File: src/rtl/lcd_text_pkg.sv
// Shared constants, types and helpers for the LCD text buffer.
package lcd_text_pkg;

  localparam int unsigned LCD_CHARS      = 32;
  localparam int unsigned CHAR_W         = 8;
  localparam int unsigned POS_W          = 5;
  localparam int unsigned WORD_W         = 32;
  localparam int unsigned CHARS_PER_WORD = 4;
  localparam int unsigned NUM_WORDS      = 8;
  localparam int unsigned LINE2_BASE     = 16;

  localparam logic [7:0] CMD_CLEAR     = 8'h00;
  localparam logic [7:0] CMD_HOME      = 8'h01;
  localparam logic [7:0] CMD_LINE2     = 8'h02;
  localparam logic [7:0] CMD_COMMIT    = 8'h03;
  localparam logic [7:0] CMD_GOTO_BASE = 8'h20;

  localparam logic [0:0] ST_IDLE  = 1'b0;
  localparam logic [0:0] ST_CLEAR = 1'b1;

  typedef logic [LCD_CHARS-1:0][CHAR_W-1:0] text_buf_t;

  // Pack four consecutive positions of a buffer into one word, lowest position in the MS byte.
  function automatic logic [WORD_W-1:0] pack_word(input text_buf_t b, input int unsigned w);
    int unsigned base;
    base = w * CHARS_PER_WORD;
    return {b[POS_W'(base)], b[POS_W'(base + 1)], b[POS_W'(base + 2)], b[POS_W'(base + 3)]};
  endfunction

  // GOTO occupies codes 8'h20..8'h3F; the low five bits are the target position.
  function automatic logic is_goto(input logic [7:0] code);
    return (code[7:5] == CMD_GOTO_BASE[7:5]);
  endfunction

endpackage

File: src/rtl/lcd_text_shadow.sv
// Committed 32-byte shadow copy feeding the LCD controller text words.
module lcd_text_shadow
  import lcd_text_pkg::*;
#(
  parameter logic [7:0] BLANK_CHAR = 8'h20
) (
  input  logic              lcdclk,
  input  logic              resetn,
  input  logic              i_load,
  input  text_buf_t         i_load_data,
  input  logic              i_wr_en,
  input  logic [POS_W-1:0]  i_wr_pos,
  input  logic [7:0]        i_wr_data,
  output logic [WORD_W-1:0] o_reg_a,
  output logic [WORD_W-1:0] o_reg_b,
  output logic [WORD_W-1:0] o_reg_c,
  output logic [WORD_W-1:0] o_reg_d,
  output logic [WORD_W-1:0] o_reg_e,
  output logic [WORD_W-1:0] o_reg_f,
  output logic [WORD_W-1:0] o_reg_g,
  output logic [WORD_W-1:0] o_reg_h
);

  text_buf_t r_shadow;

  // Whole-frame load on commit; single-byte write when mirroring working-buffer writes.
  always_ff @(posedge lcdclk or negedge resetn) begin
    if (!resetn) begin
      r_shadow <= {LCD_CHARS{BLANK_CHAR}};
    end else if (i_load) begin
      r_shadow <= i_load_data;
    end else if (i_wr_en) begin
      r_shadow[i_wr_pos] <= i_wr_data;
    end
  end

  assign o_reg_a = pack_word(r_shadow, 0);
  assign o_reg_b = pack_word(r_shadow, 1);
  assign o_reg_c = pack_word(r_shadow, 2);
  assign o_reg_d = pack_word(r_shadow, 3);
  assign o_reg_e = pack_word(r_shadow, 4);
  assign o_reg_f = pack_word(r_shadow, 5);
  assign o_reg_g = pack_word(r_shadow, 6);
  assign o_reg_h = pack_word(r_shadow, 7);

endmodule

File: src/rtl/lcd_text_buffer.sv
// Byte-stream text buffer with cursor, clear sequencer and double-buffered output.
module lcd_text_buffer
  import lcd_text_pkg::*;
#(
  parameter logic [7:0] BLANK_CHAR  = 8'h20,
  parameter bit         AUTO_COMMIT = 1'b0
) (
  input  logic        lcdclk,
  input  logic        resetn,
  input  logic        in_valid,
  input  logic        in_is_cmd,
  input  logic [7:0]  in_data,
  output logic        in_ready,
  output logic [31:0] reg_a,
  output logic [31:0] reg_b,
  output logic [31:0] reg_c,
  output logic [31:0] reg_d,
  output logic [31:0] reg_e,
  output logic [31:0] reg_f,
  output logic [31:0] reg_g,
  output logic [31:0] reg_h,
  output logic [4:0]  cursor,
  output logic        busy,
  output logic [7:0]  commit_cnt
);

  logic [0:0]       r_state;
  logic [0:0]       w_state_nxt;
  logic [POS_W-1:0] r_cursor;
  logic [POS_W-1:0] w_cursor_nxt;
  logic [POS_W-1:0] r_clr_idx;
  logic [POS_W-1:0] w_clr_idx_nxt;
  logic             r_in_ready;
  logic             r_busy;
  logic [7:0]       r_commit_cnt;
  text_buf_t        r_buf;

  logic             w_xfer;
  logic             w_wr_en;
  logic [POS_W-1:0] w_wr_pos;
  logic [7:0]       w_wr_data;
  logic             w_commit;

  assign w_xfer = in_valid & r_in_ready;

  // State, cursor, clear index, handshake flags and commit counter.
  always_ff @(posedge lcdclk or negedge resetn) begin
    if (!resetn) begin
      r_state      <= ST_IDLE;
      r_in_ready   <= 1'b1;
      r_busy       <= 1'b0;
      r_cursor     <= '0;
      r_clr_idx    <= '0;
      r_commit_cnt <= '0;
    end else begin
      r_state    <= w_state_nxt;
      r_in_ready <= (w_state_nxt == ST_IDLE);
      r_busy     <= (w_state_nxt == ST_CLEAR);
      r_cursor   <= w_cursor_nxt;
      r_clr_idx  <= w_clr_idx_nxt;
      if (w_commit) begin
        r_commit_cnt <= r_commit_cnt + 8'd1;
      end
    end
  end

  // Working buffer: one byte written per cycle, either a character or a clear blank.
  always_ff @(posedge lcdclk or negedge resetn) begin
    if (!resetn) begin
      r_buf <= {LCD_CHARS{BLANK_CHAR}};
    end else if (w_wr_en) begin
      r_buf[w_wr_pos] <= w_wr_data;
    end
  end

  // Next-state, cursor movement, command decode and buffer write control.
  always_comb begin
    w_state_nxt   = r_state;
    w_cursor_nxt  = r_cursor;
    w_clr_idx_nxt = r_clr_idx;
    w_wr_en       = 1'b0;
    w_wr_pos      = r_cursor;
    w_wr_data     = in_data;
    w_commit      = 1'b0;
    case (r_state)
      ST_IDLE: begin
        if (w_xfer) begin
          if (!in_is_cmd) begin
            w_wr_en      = 1'b1;
            w_cursor_nxt = r_cursor + POS_W'(1);
          end else begin
            case (in_data)
              CMD_CLEAR: begin
                w_state_nxt   = ST_CLEAR;
                w_clr_idx_nxt = '0;
              end
              CMD_HOME:   w_cursor_nxt = '0;
              CMD_LINE2:  w_cursor_nxt = POS_W'(LINE2_BASE);
              CMD_COMMIT: w_commit     = 1'b1;
              default: begin
                if (is_goto(in_data)) begin
                  w_cursor_nxt = in_data[POS_W-1:0];
                end
              end
            endcase
          end
        end
      end
      ST_CLEAR: begin
        w_wr_en       = 1'b1;
        w_wr_pos      = r_clr_idx;
        w_wr_data     = BLANK_CHAR;
        w_clr_idx_nxt = r_clr_idx + POS_W'(1);
        if (r_clr_idx == POS_W'(LCD_CHARS - 1)) begin
          w_state_nxt  = ST_IDLE;
          w_cursor_nxt = '0;
        end
      end
      default: w_state_nxt = ST_IDLE;
    endcase
  end

  lcd_text_shadow #(
    .BLANK_CHAR (BLANK_CHAR)
  ) u_shadow (
    .lcdclk      (lcdclk),
    .resetn      (resetn),
    .i_load      (w_commit),
    .i_load_data (r_buf),
    .i_wr_en     (AUTO_COMMIT & w_wr_en),
    .i_wr_pos    (w_wr_pos),
    .i_wr_data   (w_wr_data),
    .o_reg_a     (reg_a),
    .o_reg_b     (reg_b),
    .o_reg_c     (reg_c),
    .o_reg_d     (reg_d),
    .o_reg_e     (reg_e),
    .o_reg_f     (reg_f),
    .o_reg_g     (reg_g),
    .o_reg_h     (reg_h)
  );

  assign in_ready   = r_in_ready;
  assign busy       = r_busy;
  assign cursor     = r_cursor;
  assign commit_cnt = r_commit_cnt;

endmodule

File: config.mk
export PLATFORM = sky130hd
export DESIGN_NAME = lcd_text_buffer
export DESIGN_NICKNAME = d
export VERILOG_FILES = /design/src/rtl/lcd_text_pkg.sv /design/src/rtl/lcd_text_shadow.sv /design/src/rtl/lcd_text_buffer.sv
export SDC_FILE = /design/constraint.sdc
export NUM_CORES = 1
export LEC_CHECK = 0
export BUFFER_PORTS_ARGS = -buffer_cell sky130_fd_sc_hd__clkbuf_2
export CORE_ASPECT_RATIO = 1.4
export CORE_MARGIN = 2
export CORE_UTILIZATION = 52
export DETAILED_ROUTE_END_ITERATION = 7
export GPL_TIMING_DRIVEN = 0
export PLACE_DENSITY = 0.85
export SYNTH_ARGS = -nofsm -noshare
export SYNTH_HDL_FRONTEND = slang
export SYNTH_SLANG_ARGS = --single-unit
export TNS_END_PERCENT = 20
File: constraint.sdc
create_clock -name lcdclk -period 1.85 [get_ports lcdclk]
set_input_delay 0.0925 -clock lcdclk [delete_from_list [all_inputs] [get_ports lcdclk]]
set_output_delay 0.0925 -clock lcdclk [all_outputs]
set_load 0.03 [all_outputs]
; ---- Word level (Yosys, flattened, before mapping)
; Cells that the tools add are included.
[classes]
n_lt_le_gt_ge = 2
n_shift = 0
bitwise = 3
n_mux = 27
reduce_logical = 5
div = 0
n_eq_ne = 11
add_sub_neg = 3
multipliers = 0
[ops]
columns = op, count
row1 = $bwmux W256, 1
row2 = $demux W8 S5, 1
row3 = $mux W5, 8
row4 = $pmux W5 S2, 2
row5 = $eq A8 B2 Y1 const B, 2
row6 = $mux W8, 2
row7 = $pmux W5 S3, 1
row8 = $add A5 B1 Y5 const B, 2
row9 = $mux W1, 10
row10 = $add A8 B1 Y8 const B, 1
row11 = $eq A8 B1 Y1 const B, 1
row12 = $logic_not A8 Y1, 1
row13 = $lt A5 B6 Y1 const B, 1
row14 = $eq A5 B5 Y1 const B, 1
row15 = $ge A5 B1 Y1 const B, 1
row16 = $ne A5 B3 Y1 const B, 1
row17 = $ne A2 B1 Y1 const B, 2
row18 = $ne A2 B2 Y1 const B, 2
row19 = $pmux W1 S2, 2
row20 = $reduce_and A4 Y1, 1
row21 = $eq A3 B1 Y1 const B, 1
row22 = $ne A3 B3 Y1 const B, 1
row23 = $reduce_and A3 Y1, 1
row24 = $not A1 Y1, 2
row25 = 3 further kinds, 3
[word_totals]
reg_bits = 532
latch_bits = 0
ramBits = 0
mem_bits_ro = 0
output_inout_bits = 271
memories = 0

; ---- Depth between registers and ports, before layout
[logic_depth]
word_depth = 6
ltp_mapped = 8

; ---- Modules after synthesis
; From an unflattened synthesis, not the netlist that was laid out.
[hier_totals]
hier_cells = 2236
hier_area_um2 = 24217.0
[by_module_without_submodules]
columns = mod, cells_per_inst, n_inst, area_each_um2
row1 = lcd_text_shadow, 1507, 1, 13071.3
row2 = lcd_text_buffer, 729, 1, 11145.7

; ---- Least setup slack after synthesis
; Ideal clock, no wire load.
[synth_path]
path_type = register to register
from = reg, netlist name busy
to = reg r_commit_cnt[1], in the netlist commit_cnt[1]
synth_period_minus_slack_ns = 2.145
path_stages_with_launch = 8
required_time_ns = 1.725
arrival_ns = 2.020
slack_ns = -0.295
cell_sequence = dfrtp_1 > buf_2 > buf_2 > nand2b_1 > nor4_4 > buf_6 > buf_6 > mux2_2
[synth_rtl]
columns = item, line
row1 = "end signal, assigned", lcd_text_buffer.sv:62  ; r_commit_cnt <= r_commit_cnt + 8'd1;
row2 = "end, declared", lcd_text_buffer.sv:35  ; logic [7:0] r_commit_cnt;

; ---- Worst setup path after layout
[layout_path]
from = reg r_in_ready, in the netlist in_ready
to = reg r_buf[44] (netlist name)
[layout_between]
elab_chain_cells = 3
[layout_rtl]
columns = item, line
row1 = "start, declared", lcd_text_buffer.sv:33  ; logic r_in_ready;
row2 = "start signal, assigned", lcd_text_buffer.sv:57  ; r_in_ready <= (w_state_nxt == ST_IDLE);
row3 = $and A1 B1 Y1, lcd_text_buffer.sv:44  ; assign w_xfer = in_valid & r_in_ready;
row4 = $mux W1, lcd_text_buffer.sv:87  ; if (w_xfer) begin
row5 = $pmux W1 S2, lcd_text_buffer.sv:85  ; case (r_state)
row6 = "end signal, assigned", lcd_text_buffer.sv:70  ; r_buf <= {LCD_CHARS{BLANK_CHAR}};
row7 = "end signal, assigned by index", lcd_text_buffer.sv:72  ; r_buf[w_wr_pos] <= w_wr_data;
row8 = "end, declared", lcd_text_buffer.sv:36  ; text_buf_t r_buf;
; Every way passes these cells.
; A chain may end at the register's enable or synchronous reset.

==> impl_metrics.json <==
{
  "floorplan.io_pins": 283,
  "final-setup-viol-count": 391,
  "hold_path_class": "in2async",
  "worst-setup-path-type": "reg2reg",
  "first_pass_iters": 7,
  "die-area_um2": 41700,
  "grt_pass1_vias": 15900,
  "drt-wirelength-per-cell_um": 27.4,
  "postSynthCellCount": 1604,
  "clock_transition_at_the_registers_of_the_reported_paths_ns": 0.06,
  "synth_top_flop_cell": "sky130_fd_sc_hd__dfrtp_1",
  "min_period_ns": 2.09,
  "routabilityCongestion": 0.891,
  "grt_max_degree": 122,
  "cts_tree": "yes",
  "synth.distinct_cells": 50,
  "place.detailed.hpwl_um": 42700,
  "setup.worst_path.start_class": "register",
  "data_arrival_time_at_the_worst_slack_endpoint_ns": 2.56,
  "synth_seq_cells": 532,
  "power.leakage_uw": 0.0132,
  "track_usage": 0.309,
  "final_min_period_over_clock_period": 1.13,
  "drt_iter0_markers": 1556,
  "endpoint_kind": "register",
  "powerDensity_nw_per_um2": 1010,
  "area_of_all_sequential_standard_cells_um2": 13400,
  "synth.yosys.seq_area_share": 0.643,
  "num_rows": 86,
  "reg2reg_from": "in_ready$_DFF_PN1_",
  "numCtsBuffers": 47,
  "final_sum_of_negative_setup_slack_ns": -39.36,
  "flow.area_growth_from_synthesis_pct": 33.4,
  "buffers_and_inverters_on_the_worst_path": 1,
  "crit_path_start": "in_ready$_DFF_PN1_",
  "finish.net_count": 2001,
  "cts_buffer_depth": 3,
  "cpLargestDelayFamily": "simple AND/OR/NAND/NOR gates",
  "dr_total_vias": 15900,
  "die_height_um": 241,
  "worst_setup_margin_ns": -0.239,
  "grt_setup_unrepaired": "true",
  "drv_slew": 0,
  "dieWidth_um": 173,
  "final-hold-violation-count": 98,
  "drt-total-wl_um": 69900,
  "total_clock_sinks": 532,
  "area_used_by_multi_input_combinational_logic_um2": 8330,
  "timing_limited_maximum_frequency_ghz": 0.479,
  "critPathMaxFanout": 8,
  "peakVddDrop_mv": 0.676,
  "clock_tree.htree_level_count": 2,
  "final_layout_size_suffix_gt1_frac": 0.499,
  "route.antenna.remaining_nets": 0,
  "critPathSlowestCell": "sky130_fd_sc_hd__dfstp_2",
  "grt_antenna_before_repair": 1,
  "worstMarginPinSlew_ns": 0.919,
  "drt-vias-per-instance": 6.24,
  "grt_pass1_wl_um": 97500,
  "remaining_drc_errors": 0,
  "timing.clock.skew_ns": 0.0261,
  "clock_tree.root_cell": "sky130_fd_sc_hd__clkbuf_16",
  "cp_slowest_stage_delay_ns": 0.61,
  "ys_async_rst_share": 1.00,
  "num-fill-cells": 2518,
  "crit_required_ns": 2.32,
  "maxcap_violations": 0,
  "number_of_enable_flip_flop_cells_after_synthesis": 0,
  "globalRoute.totalOverflow": 0,
  "timing.critical_path.cells": "and4bb_4 -> a31oi_2 -> or2_2 -> clkbuf_4 -> o21ai_0",
  "clock_insertion_delay_at_the_later_pin_of_the_skew_report_ns": 0.58,
  "warnings_from_yosys": 0,
  "synthesis.area_per_instance_um2": 13.0,
  "initial_utilization": 0.528,
  "numPortBuffers": 282,
  "slew_headroom": 0.387,
  "violations": "hold timing, setup timing",
  "outcome": "finished, violations left",
  "timing.hold.ws_ns": -0.399,
  "synth_nets": 1620,
  "fp.coreArea_um2": 39500,
  "synth_area_um2": 20800
}
final cells by class:
| cell class | count | share of cell area |
|---|---|---|
| Sequential cell | 532 | 0.482 |
| Multi-Input combinational cell | 928 | 0.300 |
| Timing Repair Buffer | 353 | 0.0906 |
| Clock buffer | 75 | 0.0504 |
| Buffer | 118 | 0.0472 |
| Tap cell | 528 | 0.0238 |
| Clock inverter | 12 | 0.00558 |
| Inverter | 5 | 0.000675 |
| Antenna cell | 1 | 0.0000900 |
layout by cell type, fill, tap and decap left out, drive strengths merged, types with 7 or more instances in the layout:
cell	instances
o21ai	481
dfrtp	467
clkbuf	410
mux2	268
buf	131
dfstp	65
or2	25
nand2b	16
a22o	13
a31oi	12
nand2	11
nor2	10
xnor2	7
nand3	7
flip-flops by register name, summed over array words and instances, names as in the netlist:
register / flops
r_clr_idx: 5
in_ready: 1
u_shadow.o_reg_b: 32
cursor: 5
busy: 1
u_shadow.o_reg_h: 32
u_shadow.o_reg_d: 32
commit_cnt: 8
u_shadow.o_reg_c: 32
u_shadow.o_reg_f: 32
u_shadow.o_reg_e: 32
u_shadow.o_reg_g: 32
r_buf: 256
u_shadow.o_reg_a: 32
repair_timing:
action | in CTS | in global routing
buffers inserted | 37 | 10
gates cloned | 7 | 11
pin swaps | 11 | 11
resized for setup | 483 | 501
hold buffers | 3 | 4
hold endpoints to repair | 103 | 60
setup endpoints to repair | 532 | 525
power breakdown:
| part | internal, uW | switching (uW) |
|---|---|---|
| registers | 12900 | 844 |
| logic | 1490 | 2870 |
| clock network | 5640 | 4390 |
through the flow:
stage / std cells / total power [uW] / worst slack (ns) / util / area, um2
2_1_floorplan: 1604 / 15200 / -0.191 / - / 20900
4_1_cts: 2533 / 27300 / -0.204 / 0.673 / 26600
6_report: 2552 / 28100 / -0.239 / 0.704 / 27800
3_5_place_dp: 2419 / 16900 / -1.11 / 0.584 / 23100
5_1_grt: 2551 / 29000 / -0.265 / 0.704 / 27800
3_3_place_gp: 2414 / 16600 / -11.49 / 0.581 / 22900
Yosys cell counts (all sizes together), types with 2 or more instances:
| cell | instances | share of area |
|---|---|---|
| o31a | 2 | 0.00084 |
| and3 | 4 | 0.0012 |
| dfrtp | 467 | 0.56 |
| nor4 | 2 | 0.0016 |
| nand4b | 3 | 0.0013 |
| nand2b | 16 | 0.0048 |
| dfstp | 65 | 0.082 |
| mux2 | 268 | 0.14 |
| a22o | 13 | 0.0055 |
| a221o | 3 | 0.0014 |
| xor2 | 3 | 0.0013 |
| o21ai | 481 | 0.12 |
| o21a | 5 | 0.0018 |
| nand3 | 7 | 0.0017 |
| a21oi | 4 | 0.00096 |
| or2 | 25 | 0.0075 |
| a311oi | 3 | 0.0013 |
| nor3 | 5 | 0.0012 |
| nand4 | 6 | 0.0018 |
| a31oi | 11 | 0.0033 |
| nor4bb | 3 | 0.0014 |
| nor2b | 6 | 0.0018 |
| ha | 4 | 0.0024 |
| nand3b | 4 | 0.0014 |
| nor3b | 6 | 0.0022 |
| nand2 | 11 | 0.0020 |
| clkbuf | 104 | 0.019 |
| buf | 37 | 0.017 |
| nor2 | 10 | 0.0018 |
| xnor2 | 7 | 0.0029 |
| inv | 5 | 0.00090 |
routing by layer:
layer | wire, um | vias to the layer above | part of all wire | track usage
li1 | - | 6499 | - | -
met1 | 25400 | 8229 | 0.36 | 0.375
met2 | 34700 | 920 | 0.50 | 0.531
met3 | 5120 | 265 | 0.073 | 0.0600
met4 | 4610 | 2 | 0.066 | 0.152
met5 | 12 | - | 0.00017 | 0
worst register-to-register path: stages (launching register included):
cell and delay (ns):
sky130_fd_sc_hd__dfstp_2 0.61, sky130_fd_sc_hd__and4bb_4 0.37, sky130_fd_sc_hd__a31oi_2 0.25, sky130_fd_sc_hd__or2_2 0.36, sky130_fd_sc_hd__clkbuf_4 0.18, sky130_fd_sc_hd__o21ai_0 0.24
kinds of logic after synthesis:
| kind of cell | after synthesis | share of synthesized area |
|---|---|---|
| AOI/OAI and AO/OA | 528 | 0.133 |
| DFF | 532 | 0.643 |
| xor gates and xnor gates | 10 | 0.00420 |
| muxes | 269 | 0.145 |
| buffers and inverters | 146 | 0.0371 |
| and+or+nand+nor | 115 | 0.0350 |
| adders and majority gates | 4 | 0.00240 |
path summary, 6_finish.rpt:
check,to,slack [ns],cells after the start
hold / removal,r_buf[243]$_DFFE_PN0P_,-0.40,2
max in group asynchronous,u_shadow.o_reg_f[21]$_DFFE_PN1P_,0.76,4
min in group lcdclk,cursor[0]$_DFFE_PN0P_,0.08,3
hold reg to reg,commit_cnt[7]$_DFFE_PN0P_,0.49,1
setup reg to reg,r_buf[44]$_DFFE_PN0P_,-0.24,5
setup / recovery,r_buf[44]$_DFFE_PN0P_,-0.24,5
Power figures use the tool's default switching activity.
